**config.mk**
```make
export PLATFORM = sky130hd
export DESIGN_NAME = imem_loader_arb
export DESIGN_NICKNAME = d
export VERILOG_FILES = /design/src/rtl/imem_loader_arb.sv
export SDC_FILE = /design/constraint.sdc
export NUM_CORES = 1
export LEC_CHECK = 0
export ABC_CLOCK_PERIOD_IN_PS = 5000
export CAP_MARGIN = 20
export CORE_ASPECT_RATIO = 0.5
export CORE_UTILIZATION = 45
export DETAILED_ROUTE_END_ITERATION = 8
export MAX_ROUTING_LAYER = met4
export PLACE_DENSITY_LB_ADDON = 0.3
export SETUP_SLACK_MARGIN = 0.2
export SYNTH_ARGS = -nofsm -noshare
export SYNTH_HDL_FRONTEND = slang
export SYNTH_SLANG_ARGS = --single-unit
```
**constraint.sdc**
```tcl
create_clock -name clk -period 5 [get_ports clk]
set_input_delay 0.75 -clock clk [delete_from_list [all_inputs] [get_ports clk]]
set_output_delay 0.75 -clock clk [all_outputs]
set_load 0.03 [all_outputs]
```
**src/rtl/imem_loader_arb.sv**
```systemverilog
// Arbitrates one byte-wide instruction memory between a 4-byte big-endian fetcher and a word loader.
// Latency: fetch_valid/ld_done pulse in the cycle after the 4th byte edge; one IDLE cycle between jobs.
// Backpressure: ld_ready is high only in IDLE; loads win over fetches; a waiting requester holds its request.
module imem_loader_arb #(
  parameter int ADDRESS_WIDTH = 32,
  parameter int DATA_WIDTH    = 8,
  parameter int MEM_AW        = 10
) (
  input  logic                     clk,
  input  logic                     rst,
  input  logic                     fetch_req,
  input  logic [ADDRESS_WIDTH-1:0] fetch_addr,
  input  logic                     fetch_flush,
  output logic                     fetch_valid,
  output logic [31:0]              fetch_instr,
  input  logic                     ld_valid,
  input  logic [ADDRESS_WIDTH-1:0] ld_addr,
  input  logic [31:0]              ld_data,
  output logic                     ld_ready,
  output logic                     ld_done,
  output logic [MEM_AW-1:0]        mem_addr,
  output logic                     mem_we,
  output logic [DATA_WIDTH-1:0]    mem_wdata,
  input  logic [DATA_WIDTH-1:0]    mem_rdata
);

  typedef enum logic [1:0] {
    IDLE  = 2'd0,
    FETCH = 2'd1,
    LOAD  = 2'd2
  } state_t;

  state_t            state_q, state_d;
  logic [1:0]        cnt_q, cnt_d;
  logic [MEM_AW-1:0] base_q, base_d;
  logic [31:0]       data_q, data_d;
  logic [23:0]       asm_q, asm_d;
  logic [31:0]       instr_q, instr_d;
  logic              fetch_valid_q, fetch_valid_d;
  logic              ld_done_q, ld_done_d;
  logic [7:0]        ld_byte;

  // Address bits above the array index are ignored: the array wraps modulo 2^MEM_AW.
  logic unused_addr_hi;
  assign unused_addr_hi = ^{fetch_addr[ADDRESS_WIDTH-1:MEM_AW], ld_addr[ADDRESS_WIDTH-1:MEM_AW]};

  // Loader byte for the current count, most significant byte first.
  always_comb begin
    ld_byte = data_q[31:24];
    case (cnt_q)
      2'd0: ld_byte = data_q[31:24];
      2'd1: ld_byte = data_q[23:16];
      2'd2: ld_byte = data_q[15:8];
      2'd3: ld_byte = data_q[7:0];
      default: ld_byte = data_q[31:24];
    endcase
  end

  // ld_ready depends on state alone so the loader never sees a combinational path from its own valid.
  assign ld_ready    = (state_q == IDLE);
  assign fetch_valid = fetch_valid_q;
  assign fetch_instr = instr_q;
  assign ld_done     = ld_done_q;

  // Next-state, datapath updates and memory port drive.
  always_comb begin
    state_d       = state_q;
    cnt_d         = cnt_q;
    base_d        = base_q;
    data_d        = data_q;
    asm_d         = asm_q;
    instr_d       = instr_q;
    fetch_valid_d = 1'b0;
    ld_done_d     = 1'b0;
    mem_we        = 1'b0;
    mem_addr      = '0;
    mem_wdata     = '0;
    case (state_q)
      IDLE: begin
        if (ld_valid) begin
          state_d = LOAD;
          base_d  = ld_addr[MEM_AW-1:0];
          data_d  = ld_data;
          cnt_d   = 2'd0;
        end else if (fetch_req && !fetch_flush) begin
          state_d = FETCH;
          base_d  = fetch_addr[MEM_AW-1:0];
          cnt_d   = 2'd0;
        end
      end
      FETCH: begin
        mem_addr = base_q + MEM_AW'(cnt_q);
        if (fetch_flush) begin
          // Partial assembly is discarded; the visible word is only replaced on completion.
          state_d = IDLE;
          cnt_d   = 2'd0;
        end else begin
          asm_d = {asm_q[15:0], mem_rdata[7:0]};
          cnt_d = cnt_q + 2'd1;
          if (cnt_q == 2'd3) begin
            state_d       = IDLE;
            instr_d       = {asm_q, mem_rdata[7:0]};
            fetch_valid_d = 1'b1;
          end
        end
      end
      LOAD: begin
        mem_we    = 1'b1;
        mem_addr  = base_q + MEM_AW'(cnt_q);
        mem_wdata = DATA_WIDTH'(ld_byte);
        cnt_d     = cnt_q + 2'd1;
        if (cnt_q == 2'd3) begin
          state_d   = IDLE;
          ld_done_d = 1'b1;
        end
      end
      default: begin
        state_d = IDLE;
        cnt_d   = 2'd0;
      end
    endcase
  end

  // State and datapath registers; reset abandons any transaction without a completion pulse.
  always_ff @(posedge clk or posedge rst) begin
    if (rst) begin
      state_q       <= IDLE;
      cnt_q         <= 2'd0;
      base_q        <= '0;
      data_q        <= '0;
      asm_q         <= '0;
      instr_q       <= '0;
      fetch_valid_q <= 1'b0;
      ld_done_q     <= 1'b0;
    end else begin
      state_q       <= state_d;
      cnt_q         <= cnt_d;
      base_q        <= base_d;
      data_q        <= data_d;
      asm_q         <= asm_d;
      instr_q       <= instr_d;
      fetch_valid_q <= fetch_valid_d;
      ld_done_q     <= ld_done_d;
    end
  end

endmodule

```
[Word level (Yosys, flattened, before mapping)]
Index checks and enable logic that the tools add are counted.
Word-level totals
  register bits after elaboration: 104
  input bits: 109
  output and inout port bits: 54
  word-level logic and storage cells: 46
Operators by class
  $add $sub $neg: 2
  equal/unequal tests: 6
  multiplexer cells: 19
  bitwise gates (word level): 1
  reductions and logical operators: 10
Operators by type and width (count)
  $pmux W8 S4: 1
  $mux W10: 3
  $mux W2: 7
  $pmux W2 S3: 2
  $add A10 B2 Y10: 1
  $mux W8: 1
  $eq A2 B2 Y1 const B: 3
  $reduce_and A2 Y1: 3
  $mux W1: 5
  $eq A2 B1 Y1 const B: 2
  $logic_not A2 Y1: 2
  $ne A3 B2 Y1 const B: 1
  $reduce_and A3 Y1: 1
  $add A2 B1 Y2 const B: 1
  $reduce_bool A2 Y1: 1
  $reduce_or A2 Y1: 1
  $logic_and A1 B1 Y1: 1
  $logic_not A1 Y1: 1
  $not A1 Y1: 1

[Logic depth before layout (Yosys ltp)]
Gate-level depths: netlist (run 1).
  depth after elaboration: 5
  mapped depth: 7
  depth with buffers taken out: 6

[Least setup slack after synthesis (run 1)]
No wires, ideal clock.
  kind: reg2out
  start point: register cnt_q[1]
  end point: output mem_addr[9]
  data arrival time: 1.785 ns
  data required time: 4.250 ns
  slack: 2.465 ns
  cell stages (with the launch flop): 6
  path buffers: 0
  cell sequence: dfrtp_1 > ha_1 > a21o_1 > nand2_1 > or3_1 > a21boi_1
On the way
  word-level cells in the longest chain between the ends: 2
RTL lines
  from (decl): RTL line 34  | logic [1:0] cnt_q, cnt_d;
  from (signal assigned): RTL line 137  | cnt_q <= cnt_d;
  $add A10 B2 Y10: RTL line 92, 109
  $mux W10
  to (decl): RTL line 21  | output logic [MEM_AW-1:0] mem_addr,
No other way between the ends.

[Worst setup path after layout (run 1)]
Same ends and word-level chain as after synthesis.

==> impl_metrics.env, run 1 <==
export IMPL_synth_seq_area_share=0.569
export IMPL_cts_max_path_buffers=2
export IMPL_period_minus_slack_ns=3.35
export IMPL_swShare=0.354
export IMPL_dr_pass1_iters=4
export IMPL_synth_top_cell_area_share=0.569
export IMPL_peakVddDrop_uv=206
export IMPL_grt_pass1_wl_mm=15.6
export IMPL_power_frac_clock=0.233
export IMPL_synth_edf_count=0
export IMPL_cts_buffers=9
export IMPL_p_comb_frac=0.343
export IMPL_hpwl_mm=6.27
export IMPL_num_rows=25
export IMPL_wl_per_cell_microns=14.9
export IMPL_core_area_sq_um=9670
export IMPL_final_max_slew_viol_count=0
export IMPL_worstSetupStartpointType="flip-flop"
export IMPL_cts_sinks=104
export IMPL_via_per_inst=4.90
export IMPL_ys_warn_count=0
export IMPL_port_buffers=118
export IMPL_clk_latency_ns=0.36
export IMPL_place_inst=623
export IMPL_postCtsHoldBufs=0
export IMPL_p_leak_uw=0.00287
export IMPL_diodes=0
export IMPL_p_seq_frac=0.424
export IMPL_p_sw_uw=1080
export IMPL_setup_ws_ns=1.65
export IMPL_grt_max_degree=76
export IMPL_cp_max_fo=6
export IMPL_finalPower_uw=3070
export IMPL_grt_usage=0.203
export IMPL_worst_setup_path_end_kind="primary output"
export IMPL_cap_violations=0
export IMPL_rsz0062_at_grt="false"
export IMPL_power_density_nw_per_um2=497
export IMPL_clkTransAtPathRegs_ns=0.07
export IMPL_gp_congestion=0.785
export IMPL_ys_seq_elements=104
export IMPL_ys_top_cells_by_area="dfrtp_1 (57%), mux2_2 (16%), nand2_1 (7.6%), ha_1 (2.7%), and2_1 (2.5%)"
export IMPL_synthArstFlopShare=1.00
export IMPL_cts_root_buf="clkbuf_16"
export IMPL_post_synth_cell_area_avg_sq_um=11.8
export IMPL_synth_cells=389
export IMPL_period_share=0.669
export IMPL_max_freq_mhz=299
export IMPL_pin_count=163
export IMPL_synth_ff_type="dfrtp_1"
export IMPL_synth_nets=509
export IMPL_chipWidth_microns=145
export IMPL_power_internal_uw=1980
export IMPL_outcome="finished, final reports clean"
export IMPL_tns_ns=0
export IMPL_ant_nets=0
export IMPL_cp_required_ns=4.25
export IMPL_fill_cells=779
export IMPL_grt_antenna_before_repair=0
export IMPL_nets=620
export IMPL_htree_levels=3
export IMPL_overflow=0
export IMPL_min_path_type="reg -> reg"
export IMPL_tightest_slew_ns=0.966
export IMPL_drc=0
export IMPL_synthTopCellsByCount="dfrtp_1 (104), nand2_1 (93), mux2_2 (64), o21ai_0 (21), and2_1 (18)"
export IMPL_ys_types=33
export IMPL_synth_top_area_cell="dfrtp_1"
export IMPL_syn_area_sq_um=4570
export IMPL_drive_gt1_frac=0.178
export IMPL_syn_to_final_growth_pct=34.9
export IMPL_yosysMostFrequentCell="dfrtp_1"
export IMPL_cts_tree="built"
export IMPL_grt_pass1_vias=3158
export IMPL_relSlewSlack=0.356
export IMPL_worstSetupPathType="reg -> out"
export IMPL_initial_core_util=0.473
export IMPL_holdWs_ns=0.479
export IMPL_routed_wirelength_mm=9.53
export IMPL_hold_viol=0
export IMPL_cts_setup_buffers=0
export IMPL_initialDrtViolationCount=178
export IMPL_cts_resized=0
export IMPL_clock_skew_ns=0.0106
export IMPL_dieHeight_microns=73.3
export IMPL_fin_cells=640
export IMPL_num_vias=3137
export IMPL_post_place_ws_ns=1.92
export IMPL_arrival_ns=2.60
export IMPL_finalSetupViolations=0
export IMPL_dieArea_sq_um=10600
-- state kept, by name, indices dropped and copies added (netlist names) --
register and count:
base_q 10, fetch_valid 1, asm_q 24, ld_done 1, fetch_instr 32, cnt_q 2, data_q 32, state_q 2
-- power by group through the flow --
stage | sequential [uW] | combinational [uW] | clock (uW)
after CTS | 1300 | 1060 | 731
after global placement | 1300 | 1030 | 0
after detailed placement | 1310 | 1050 | 0
after global routing | 1340 | 1170 | 763
after floorplan | 1270 | 729 | 0
final | 1300 | 1050 | 715
-- worst paths after layout --
kind	slack [ns]	end	startpoint	depth (start not counted)
worst max-delay path	1.65	mem_addr[9]	cnt_q[1]	6
worst min-delay path	0.48	asm_q[20]	asm_q[20]	2
worst max register to register	2.76	fetch_instr[14]	state_q[1]	6
worst min register to register	0.48	asm_q[20]	asm_q[20]	2
max in group asynchronous	3.12	asm_q[4]	rst	3
min in group asynchronous	0.95	data_q[28]	rst	2
-- critical path, stage by stage (launching register included) --
cell and delay (ns):
dfrtp_1 0.46, ha_1 0.32, a21o_1 0.16, nand2_1 0.11, or3_1 0.36, a21boi_1 0.16
clkdlybuf4s50_1 0.68
-- stage by stage --
stage | area, sq um | util
4_1_cts | 6160 | 0.637
3_3_place_gp | 5850 | 0.605
6_report | 6170 | 0.638
3_5_place_dp | 5850 | 0.605
2_1_floorplan | 4570 | -
5_1_grt | 6170 | 0.638
-- cells in the final DEF, fill, tap and decap left out, types with 2 or more instances in the layout --
| master | instances |
|---|---|
| nand3_1 | 3 |
| buf_4 | 4 |
| mux2i_1 | 10 |
| clkinv_8 | 3 |
| xnor2_1 | 6 |
| ha_1 | 10 |
| inv_6 | 2 |
| mux2_2 | 64 |
| clkbuf_16 | 9 |
| a222oi_1 | 8 |
| and2_1 | 18 |
| nand2_1 | 93 |
| nand4_1 | 2 |
| dfrtp_1 | 104 |
| o21ai_0 | 20 |
| inv_1 | 5 |
| clkdlybuf4s50_1 | 118 |
| nor2_1 | 2 |
| a21o_1 | 3 |
| nand2b_1 | 2 |
-- logic make-up (layout without fill, tap and decap cells) --
group | Yosys count | after routing | synth area share
XOR/XNOR | 7 | 7 | 0.0134
multiplexers | 74 | 74 | 0.180
AO/OA/AOI/OAI | 36 | 36 | 0.0525
flip-flops | 104 | 104 | 0.569
buffers and inverters | 28 | 144 | 0.0274
AND/OR/NAND/NOR | 129 | 129 | 0.126
adder cells (fa/ha/maj) | 11 | 11 | 0.0317
-- layer usage --
layer | vias to the layer above | track usage | part of all wire
li1 | 1544 | - | -
met1 | 1521 | 0.256 | 0.46
met2 | 61 | 0.314 | 0.47
met3 | 11 | 0.0645 | 0.054
met4 | 0 | 0.0596 | 0.012
met5 | - | - | 0
-- layout make-up --
type | instances | area, sq um | area share
clock buffers | 9 | 225 | 0.0365
clock inverters | 7 | 86.3 | 0.0140
inverters | 6 | 25.0 | 0.00406
multi-input cells | 257 | 1850 | 0.300
flip-flops and latches | 104 | 2600 | 0.422
well taps | 135 | 169 | 0.0274
repair buffers | 122 | 1210 | 0.196
Note: power is estimated with default switching activity, not from simulation.
==> run 2: changes to the inputs <==
--- a/config.mk
+++ b/config.mk
@@ -5,7 +5,7 @@
 export SDC_FILE = /design/constraint.sdc
 export NUM_CORES = 1
 export LEC_CHECK = 0
-export ABC_CLOCK_PERIOD_IN_PS = 5000
+export ABC_CLOCK_PERIOD_IN_PS = 3330
 export CAP_MARGIN = 20
 export CORE_ASPECT_RATIO = 0.5
 export CORE_UTILIZATION = 45
==> constraint.sdc (replaced) <==
create_clock -name clk -period 3.33 [get_ports clk]
set_input_delay 0.4995 -clock clk [delete_from_list [all_inputs] [get_ports clk]]
set_output_delay 0.4995 -clock clk [all_outputs]
set_load 0.03 [all_outputs]
==> impl_metrics.env, run 2 (same netlist as run 1, synthesis figures left out) <==
export IMPL_diodes=0
export IMPL_reg2reg_depth=3
export IMPL_num_vias=3219
export IMPL_clk_latency_ns=0.34
export IMPL_arrival_ns=2.48
export IMPL_startpoint="cnt_q[0]"
export IMPL_cp_required_ns=2.83
export IMPL_p_leak_uw=0.00299
export IMPL_chipWidth_microns=145
export IMPL_period_minus_slack_ns=2.98
export IMPL_period_share=0.896
export IMPL_routed_wirelength_mm=9.51
export IMPL_hpwl_mm=6.52
export IMPL_htree_levels=3
export IMPL_wl_per_cell_microns=14.8
export IMPL_tns_ns=0
export IMPL_fin_cells=644
export IMPL_drc=0
export IMPL_dieHeight_microns=73.3
export IMPL_power_density_nw_per_um2=744
export IMPL_grt_usage=0.197
export IMPL_dieArea_sq_um=10600
export IMPL_place_inst=627
export IMPL_port_buffers=118
export IMPL_holdCritStartpoint="asm_q[20]"
export IMPL_worstSetupStartpointType="flip-flop"
export IMPL_layout_common_cells="clkdlybuf4s50_1 (112), dfrtp_1 (104), nand2_1 (93), mux2_2 (64), o21ai_0 (20)"
export IMPL_cts_buffers=9
export IMPL_worst_setup_path_end_kind="primary output"
export IMPL_reg2reg_from="cnt_q[1]"
export IMPL_fill_cells=783
export IMPL_whs_path_depth=2
export IMPL_relSlewSlack=0.466
export IMPL_cts_root_buf="clkbuf_16"
export IMPL_grt_pass1_wl_mm=15.2
export IMPL_max_freq_mhz=335
export IMPL_num_rows=25
export IMPL_layout_commonest_cell="clkdlybuf4s50_1"
export IMPL_final_max_slew_viol_count=0
export IMPL_core_area_sq_um=9670
export IMPL_dr_pass1_iters=4
export IMPL_initial_core_util=0.473
export IMPL_cts_sinks=104
export IMPL_worstSetupPathType="reg -> out"
export IMPL_clock_skew_ns=0.00755
export IMPL_finalSetupViolations=0
export IMPL_cts_setup_buffers=0
export IMPL_grt_pass1_vias=3147
export IMPL_nets=624
export IMPL_gp_congestion=0.775
export IMPL_hold_viol=0
export IMPL_clkTransAtPathRegs_ns=0.08
export IMPL_syn_to_final_growth_pct=36.2
export IMPL_cts_max_path_buffers=2
export IMPL_grt_max_degree=42
export IMPL_overflow=0
export IMPL_peakVddDrop_uv=349
export IMPL_pin_count=163
export IMPL_cts_tree="built"
export IMPL_cp_max_fo=8
export IMPL_drive_gt1_frac=0.187
export IMPL_cap_violations=0
export IMPL_outcome="finished, final reports clean"
export IMPL_ant_nets=0
export IMPL_rsz0062_at_grt="false"
export IMPL_initialDrtViolationCount=180
export IMPL_min_path_type="reg -> reg"
export IMPL_grt_antenna_before_repair=0
export IMPL_via_per_inst=5.00
export IMPL_tightest_slew_ns=0.798
-- run 2: cell count changes in the layout (fill, tap and decap cells not counted), moves of 3 or more --
cell	previous run	this run
dlymetal6s2s_1	0	6
clkinv_8	3	0
buf_4	4	7
clkdlybuf4s50_1	118	112
-- run 2: final timing paths --
path                       slack (ns)         endpoint
max in group asynchronous        2.03       data_q[31]
hold reg to reg                  0.48        asm_q[20]
hold / removal                   0.48        asm_q[20]
setup reg to reg                 1.33  fetch_instr[16]
min in group asynchronous        0.63       data_q[20]
setup / recovery                 0.35     mem_wdata[6]
-- run 2: where the power goes --
part           total (uW)  switching, uW  leakage, uW  internal (uW)
clock network        1090            493     0.000155            601
registers            1960            279      0.00134           1680
logic                1580            819      0.00150            763
total                4630           1590      0.00299           3040
-- run 2: per-stage QoR --
stage | total power, uW | setup WS, ns | util | hold slack [ns] | area [sq um]
after global placement | 3520 | 0.620 | 0.609 | 0.460 | 5890
after floorplan | 3010 | 1.05 | - | 0.442 | 4580
final | 4630 | 0.346 | 0.644 | 0.477 | 6220
after global routing | 4940 | 0.200 | 0.644 | 0.497 | 6220
after CTS | 4680 | 0.229 | 0.641 | 0.482 | 6200
after detailed placement | 3570 | 0.610 | 0.609 | 0.463 | 5890
-- run 2: final cells by class --
cell class / instances / area [sq um] / area share
multi-input combinational: 257 / 1850 / 0.297
clock buffer: 9 / 225 / 0.0362
clock inverter: 7 / 83.8 / 0.0135
tap: 135 / 169 / 0.0271
inverter: 6 / 26.3 / 0.00422
timing repair buffer: 126 / 1270 / 0.204
sequential: 104 / 2600 / 0.418
-- run 2: timing repair --
| item | CTS | global route |
|---|---|---|
| endpoints found under the setup margin | 0 | 12 |
| hold buffers | 0 | 0 |
| resized for setup | 0 | 7 |
| endpoints found under the hold margin | 0 | 0 |
-- run 2: layer usage --
layer | vias to the layer above | wire length, microns | share of wire | global-route usage
met4 | 0 | 76 | 0.0080 | 0.0526
met2 | 75 | 4540 | 0.48 | 0.319
met3 | 8 | 549 | 0.058 | 0.0632
li1 | 1545 | - | - | -
met1 | 1591 | 4340 | 0.46 | 0.240
met5 | - | 0 | 0 | -
-- run 2: critical path: stages, from the launching register on --
cell and delay [ns]:
dfrtp_1 0.46, inv_1 0.10, ha_1 0.35, a222oi_1 0.36
o21ai_0 0.10, and2_1 0.17, clkdlybuf4s50_1 0.60
